[src/rtl/flop_add_seq.sv]
// flop_add_seq: multi-cycle truncating float add/sub with explicit-mantissa words
module flop_add_seq #(
  parameter int EXP_W = 4,
  parameter int MAN_W = 8
) (
  input  logic                     clk,
  input  logic                     rst_n,
  input  logic                     in_valid,
  output logic                     in_ready,
  input  logic [EXP_W+MAN_W:0]     in_a,
  input  logic [EXP_W+MAN_W:0]     in_b,
  input  logic                     in_op,
  output logic                     out_valid,
  input  logic                     out_ready,
  output logic [EXP_W+MAN_W:0]     out_res,
  output logic                     out_ovf,
  output logic                     out_unf
);
  localparam int W  = 1 + EXP_W + MAN_W;
  localparam int CW = $clog2(MAN_W + 1);
  typedef enum logic [2:0] {IDLE, SWAP, ALIGN, ADD, NORM, OUT} state_t;
  state_t           r_state;
  logic [W-1:0]     r_a, r_b;
  logic             r_sign, r_sub, r_ovf, r_unf, r_ovalid;
  logic [EXP_W-1:0] r_exp;
  logic [MAN_W-1:0] r_man, r_sm;
  logic [CW-1:0]    r_cnt;
  logic             w_a_big;
  logic [W-1:0]     w_big, w_sml;
  logic [EXP_W-1:0] w_d;
  logic [CW-1:0]    w_cnt;
  logic [MAN_W:0]   w_sum;
  logic [MAN_W-1:0] w_man_sh;
  assign w_a_big  = r_a[W-2:0] >= r_b[W-2:0];
  assign w_big    = w_a_big ? r_a : r_b;
  assign w_sml    = w_a_big ? r_b : r_a;
  assign w_d      = w_big[W-2:MAN_W] - w_sml[W-2:MAN_W];
  assign w_cnt    = ({{(32-EXP_W){1'b0}}, w_d} > MAN_W) ? CW'(MAN_W) : CW'(w_d);
  assign w_sum    = r_sub ? {1'b0, r_man} - {1'b0, r_sm} : {1'b0, r_man} + {1'b0, r_sm};
  assign w_man_sh = r_man << 1;
  assign in_ready  = r_state == IDLE;
  assign out_valid = r_ovalid;
  assign out_res   = {r_sign, r_exp, r_man};
  assign out_ovf   = r_ovf;
  assign out_unf   = r_unf;
  // Sequencer and datapath: capture, order by magnitude, align, add, normalize, present
  always_ff @(posedge clk or negedge rst_n) begin
    if (!rst_n) begin
      r_state  <= IDLE;
      r_a      <= '0;
      r_b      <= '0;
      r_sign   <= 1'b0;
      r_sub    <= 1'b0;
      r_exp    <= '0;
      r_man    <= '0;
      r_sm     <= '0;
      r_cnt    <= '0;
      r_ovf    <= 1'b0;
      r_unf    <= 1'b0;
      r_ovalid <= 1'b0;
    end else begin
      case (r_state)
        IDLE: if (in_valid) begin
          r_a     <= in_a;
          r_b     <= {in_b[W-1] ^ in_op, in_b[W-2:0]};
          r_ovf   <= 1'b0;
          r_unf   <= 1'b0;
          r_state <= SWAP;
        end
        SWAP: begin
          r_sign  <= w_big[W-1];
          r_exp   <= w_big[W-2:MAN_W];
          r_man   <= w_big[MAN_W-1:0];
          r_sm    <= w_sml[MAN_W-1:0];
          r_sub   <= w_big[W-1] ^ w_sml[W-1];
          r_cnt   <= w_cnt;
          r_state <= (w_cnt != '0) ? ALIGN : ADD;
        end
        ALIGN: begin
          r_sm  <= r_sm >> 1;
          r_cnt <= r_cnt - 1'b1;
          if (r_cnt == CW'(1)) r_state <= ADD;
        end
        ADD: begin
          if (!r_sub && w_sum[MAN_W]) begin
            if (&r_exp) begin
              r_man <= '1;
              r_ovf <= 1'b1;
            end else begin
              r_man <= w_sum[MAN_W:1];
              r_exp <= r_exp + 1'b1;
            end
            r_state  <= OUT;
            r_ovalid <= 1'b1;
          end else if (w_sum == '0) begin
            {r_sign, r_exp, r_man} <= '0;
            r_state  <= OUT;
            r_ovalid <= 1'b1;
          end else begin
            r_man <= w_sum[MAN_W-1:0];
            if (w_sum[MAN_W-1]) begin
              r_state  <= OUT;
              r_ovalid <= 1'b1;
            end else r_state <= NORM;
          end
        end
        NORM: begin
          if (r_exp == '0) begin
            {r_sign, r_exp, r_man} <= '0;
            r_unf    <= 1'b1;
            r_state  <= OUT;
            r_ovalid <= 1'b1;
          end else begin
            r_man <= w_man_sh;
            r_exp <= r_exp - 1'b1;
            if (w_man_sh[MAN_W-1]) begin
              r_state  <= OUT;
              r_ovalid <= 1'b1;
            end
          end
        end
        OUT: if (out_ready) begin
          r_ovalid <= 1'b0;
          r_state  <= IDLE;
        end
        default: r_state <= IDLE;
      endcase
    end
  end
endmodule

[config.mk]
export PLATFORM = sky130hd
export DESIGN_NAME = flop_add_seq
export DESIGN_NICKNAME = d
export VERILOG_FILES = /design/src/rtl/flop_add_seq.sv
export SDC_FILE = /design/constraint.sdc
export NUM_CORES = 1
export LEC_CHECK = 0
export BUFFER_PORTS_ARGS = -buffer_cell sky130_fd_sc_hd__buf_2
export CORE_UTILIZATION = 38
export CTS_CLUSTER_SIZE = 16
export DETAILED_ROUTE_END_ITERATION = 10
export GPL_TIMING_DRIVEN = 0
export SETUP_SLACK_MARGIN = 0.02
export SLEW_MARGIN = 40
export SYNTH_ARGS = -nofsm -noshare
export SYNTH_HDL_FRONTEND = slang
export SYNTH_SLANG_ARGS = --single-unit
[constraint.sdc]
create_clock -name clk -period 6.36 [get_ports clk]
set_clock_uncertainty 0.05 [all_clocks]
set_input_delay 1.272 -clock clk [delete_from_list [all_inputs] [get_ports clk]]
set_output_delay 1.272 -clock clk [all_outputs]
set_load 0.01 [all_outputs]
Yosys cells after proc, flatten, opt, wreduce, memory -nomap -nowiden
Cells that the tools add are included.
Widths: inputs -> output; s select.

word-level totals
  bits in registers = 58
  word-level logic and storage cells = 102
  output and inout port bits = 17

cells by class
  bitwise gates (word level) = 2
  mux-type cells = 43
  add/subtract/negate cells = 6
  order comparisons = 2
  reductions and logical operators = 19
  equal/unequal tests = 18

operator list
  cell                 number
  $mux 8               4
  $mux 13              2
  $pmux 8 s3           1
  $mux 4               5
  $reduce_and 4->1     5
  $pmux 3 s6           1
  $mux 1               17
  $ne 2x2->1 const B   8
  $pmux 8 s2           1
  $mux 3               5
  $ge 12x12->1         1
  $pmux 4 s3           1
  $add 8x8->9          1
  $logic_not 9->1      1
  $mux 9               1
  $ne 3x3->1 const B   3
  $sub 8x8->9          1
  $pmux 4 s2           1
  $sub 4x1->4 const B  2
  $eq 3x2->1 const B   2
  $eq 3x3->1 const B   2
  $pmux 1 s3           2
  $reduce_and 3->1     2
  $reduce_bool 2->1    3
  15 further kinds     18

Longest topological paths before layout
  word-level depth = 8
  depth in mapped cells = 13

Worst setup path after synthesis
No wires, ideal clock.

  path type = reg-to-reg
  from = register r_sm[4]
  to = register r_exp[2]
  arrival = 3.250 ns
  path slack = 2.936 ns
  period minus slack after synthesis = 3.424 ns
  path buffers = 0
  cell stages (with the launch flop) = 12
  cell sequence = dfrtp_1 -> nor3_1 -> a21oi_1 -> xnor2_1 -> ha_1 -> or4_1 -> o22ai_1 -> mux2i_2 -> nor2_1 -> a221o_1 -> o2bb2ai_1 -> mux2_2

between the ends
  word-level cells in the longest chain between the ends = 5
  elaborated cells between the ends (all ways) = 10

RTL lines
  what                                                      line    RTL
  from (decl)                                               26      logic [MAN_W-1:0] r_man, r_sm;
  from (signal assigned)                                    74      r_sm <= w_sml[MAN_W-1:0];
  from (signal assigned)                                    80      r_sm <= r_sm >> 1;
  $add 8x8->9 or $sub 8x8->9 (tied branches)                39      assign w_sum = r_sub ? {1'b0, r_man} - {1'b0, r_sm} : {1'b0, r_man} + {1'b0, r_sm};
  $mux 9 (*)                                                39
  $logic_not 9->1 or $logic_and 1x1->1 (tied branches)      95, 85
  $ne 3x3->1 (no line) or $mux 4 (tied branches)            -
  $reduce_and 3->1 (no line) or $pmux 4 s3 (tied branches)  -
  to (signal assigned)                                      72      r_exp <= w_big[W-2:MAN_W];
  to (signal assigned)                                      91      r_exp <= r_exp + 1'b1;
  to (signal assigned)                                      115     r_exp <= r_exp - 1'b1;
  to (decl)                                                 25      logic [EXP_W-1:0] r_exp;

Mark *: on every way between the ends. The rest lies on a longest branch, timed or not.
A chain may end at the register's enable or synchronous reset.

Worst setup path in the final report
  from = register r_sm[2]
  to = register r_exp[2]

The elaborated chain is that of the path after synthesis.

==> metrics <==
number of I/O port buffers=47; RSZ-0062 raised after global routing=no; Clk pin slew, worst setup/hold paths=roughly 0.07 ns; required time of the critical path=roughly 6.5 ns; clock buffer count from CTS=9; Clock Root Buffer=sky130_fd_sc_hd__clkbuf_8; async set-or-reset flop fraction in the synthesized netlist=between 90% and 100%; final number of hold-violating endpoints=0; reg2reg start=r_sm[2]; run status=finished, final reports clean; standard cell core area=around 9900 um^2; type of the worst setup path=flop to flop; top-area cell type share of the netlist area=between 30% and 40%; synth unique cells=64; first-pass GRT wire length=about 17000 um; via count of the first global-routing pass=around 3.4k; gpl congestion=just under 0.9; pin count of the biggest net entering global routing=between 50 and 60; cell type with the highest aggregate area in the netlist=sky130_fd_sc_hd__dfrtp_1; area of the multi-input gates=around 2300 um^2; Max H-tree Level=3; Total Routed Length=just over 10000 um; Tot GR Track Use=approximately a fifth; most area-consuming cells after synthesis=sky130_fd_sc_hd__dfrtp_1, sky130_fd_sc_hd__ha_1, sky130_fd_sc_hd__a21oi_1; Chip Height=between 100 and 150 um; Overflow after GRT=0; length of the first detailed-routing pass in iterations=5; CTS Hold Buffers Added=0; worst-margin pin slew=0.859 ns; die footprint=around 11000 um^2; final number of setup-violating endpoints=0; number of gates resized after cts=0; hold path startpoint=r_cnt[1]; highest net fanout along the worst path=10; antenna violations before repair=0; register bit total from synthesis=58; data arrival at the endpoint of the critical path=~4.2 ns; setup_tns=0 ns; ys flop type=sky130_fd_sc_hd__dfrtp_1; CTS max path bufs=2; FF+latch area=roughly 1500 um^2; minimum period implied by the final worst setup slack=4.06 ns; worst skew pair latency=0.34 ns; I/O pin total=48; sequential element share of the synthesized area=36.8%; netlist area before placement=3950 um^2; Rows=36; number of buffers added for setup after CTS=0; placed wire-length estimate after detailed placement=about 7600 um; remaining routing DRC violations=0; type of the worst min-delay path=flop to flop; EDFF count, synth=0; final routed wire length divided by cell count=between 15 and 20 um; Total Nets Final=559; TritonCTS clock tree=built; layout cell share with drive strength beyond 1=17.8%; Routed Antenna Nets=0; Area Overhead vs Synth=15.6%; Diodes inserted=0; max_slew headroom=between 40% and 50%; Period Utilization, post-route=a little under two thirds; synth warn=0; Via density=5.51; Final Core Density=between 40% and 50%; FILL cells=997; effective utilization at floorplan=39.8%; endpoint class of the critical path=flop; synthesized netlist net count=between 500 and 600; Final Max Slew Viols=0; Avg Cell Area, Syn=about 8.9 um^2; leading cell type in the layout, fill and taps excluded=sky130_fd_sc_hd__dfrtp_1; count of max-cap constraint violations=0; commonest cells after routing, fill and taps aside=sky130_fd_sc_hd__dfrtp_1, sky130_fd_sc_hd__buf_2, sky130_fd_sc_hd__nor2_1; startpoint of the most critical setup path=r_sm[2]; die span in x=around 100 um; Post-Synthesis Cells=between 400 and 500; critical path launch point type=flop; maximum clock frequency=around 250 MHz; Detailed Route Iter0 Violations=~230; detailed-route via count=between 3k and 4k; number of clock sinks=between 50 and 60
-- metal layers --
layer | routed length, um | vias up | track usage (%)
met3 | 404 | 14 | 3.01
met1 | 5060 | 1679 | 28.1
li1 | - | 1729 | -
met2 | 4540 | 93 | 30.4
met5 | 0 | - | 0
met4 | 156 | 0 | 5.61
-- stage by stage --
step                      hold slack (ns)  worst slack, ns  area, um^2  cells
after floorplan                     0.420             2.94        3950    443
after detailed placement            0.459             2.41        4350    623
after CTS                           0.477             2.38        4560    638
after global routing                0.508             2.06        4560    638
final                               0.470             2.30        4560    638
after global placement              0.461             2.48        4350    623
-- worst paths after layout --
| path | to | slack, ns | depth (start not counted) |
|---|---|---|---|
| worst max-delay path | r_exp[2] | 2.30 | 11 |
| worst min-delay path | r_cnt[1] | 0.47 | 2 |
| worst max register to register | r_exp[2] | 2.30 | 11 |
| worst min register to register | r_cnt[1] | 0.47 | 2 |
| max in group asynchronous | r_b[7] | 5.02 | 1 |
| min in group asynchronous | r_a[11] | 0.84 | 1 |
-- Yosys cell counts (7+ instances only) --
cell type and n:
sky130_fd_sc_hd__nand2_1 33, sky130_fd_sc_hd__xnor2_1 13, sky130_fd_sc_hd__ha_1 26, sky130_fd_sc_hd__a21oi_1 40, sky130_fd_sc_hd__nor3_1 7, sky130_fd_sc_hd__nand3_1 10, sky130_fd_sc_hd__mux2_2 17, sky130_fd_sc_hd__nor2b_1 8
sky130_fd_sc_hd__o21ai_0 36, sky130_fd_sc_hd__mux2i_1 9, sky130_fd_sc_hd__clkbuf_1 13, sky130_fd_sc_hd__dfrtp_1 58, sky130_fd_sc_hd__inv_1 28, sky130_fd_sc_hd__nor2_1 46, sky130_fd_sc_hd__a22oi_1 7
-- worst max-delay path, stage by stage, from the launching register on --
cell and delay [ns]:
sky130_fd_sc_hd__dfrtp_1 0.45, sky130_fd_sc_hd__nor3_1 0.37, sky130_fd_sc_hd__a21oi_1 0.14, sky130_fd_sc_hd__xnor2_1 0.16, sky130_fd_sc_hd__ha_1 0.23, sky130_fd_sc_hd__or4_1 0.52
sky130_fd_sc_hd__o22ai_1 0.39, sky130_fd_sc_hd__mux2i_2 0.61, sky130_fd_sc_hd__nor2_1 0.24, sky130_fd_sc_hd__a221o_1 0.39, sky130_fd_sc_hd__o2bb2ai_1 0.12, sky130_fd_sc_hd__mux2_2 0.27
-- area by class of cell --
class,count,share of cell area (%)
sequential,58,31.8
inverter,28,2.30
clock inverter,2,0.768
buffer,18,1.65
tap,133,3.65
clock buffer,13,3.70
multi-input combinational,339,50.8
timing repair buffer,47,5.29
-- registers in the layout, indices dropped and copies added (netlist names), 3 cells and up --
signal	cells
r_cnt	4
r_b	13
r_state	3
r_a	13
r_man	8
r_exp	4
r_sm	8
-- logic make-up after synthesis --
kind of cell | synth area share, %
flip-flops | 36.8
multiplexers | 8.06
adder cells (fa/ha/maj) | 8.75
XOR/XNOR | 3.55
AO/OA/AOI/OAI | 22.6
AND/OR/NAND/NOR | 15.7
buffers and inverters | 4.57
Power is left out: the tool's default activity adds up to more than one toggle a clock period on the data nets, which glitch-free logic cannot reach.
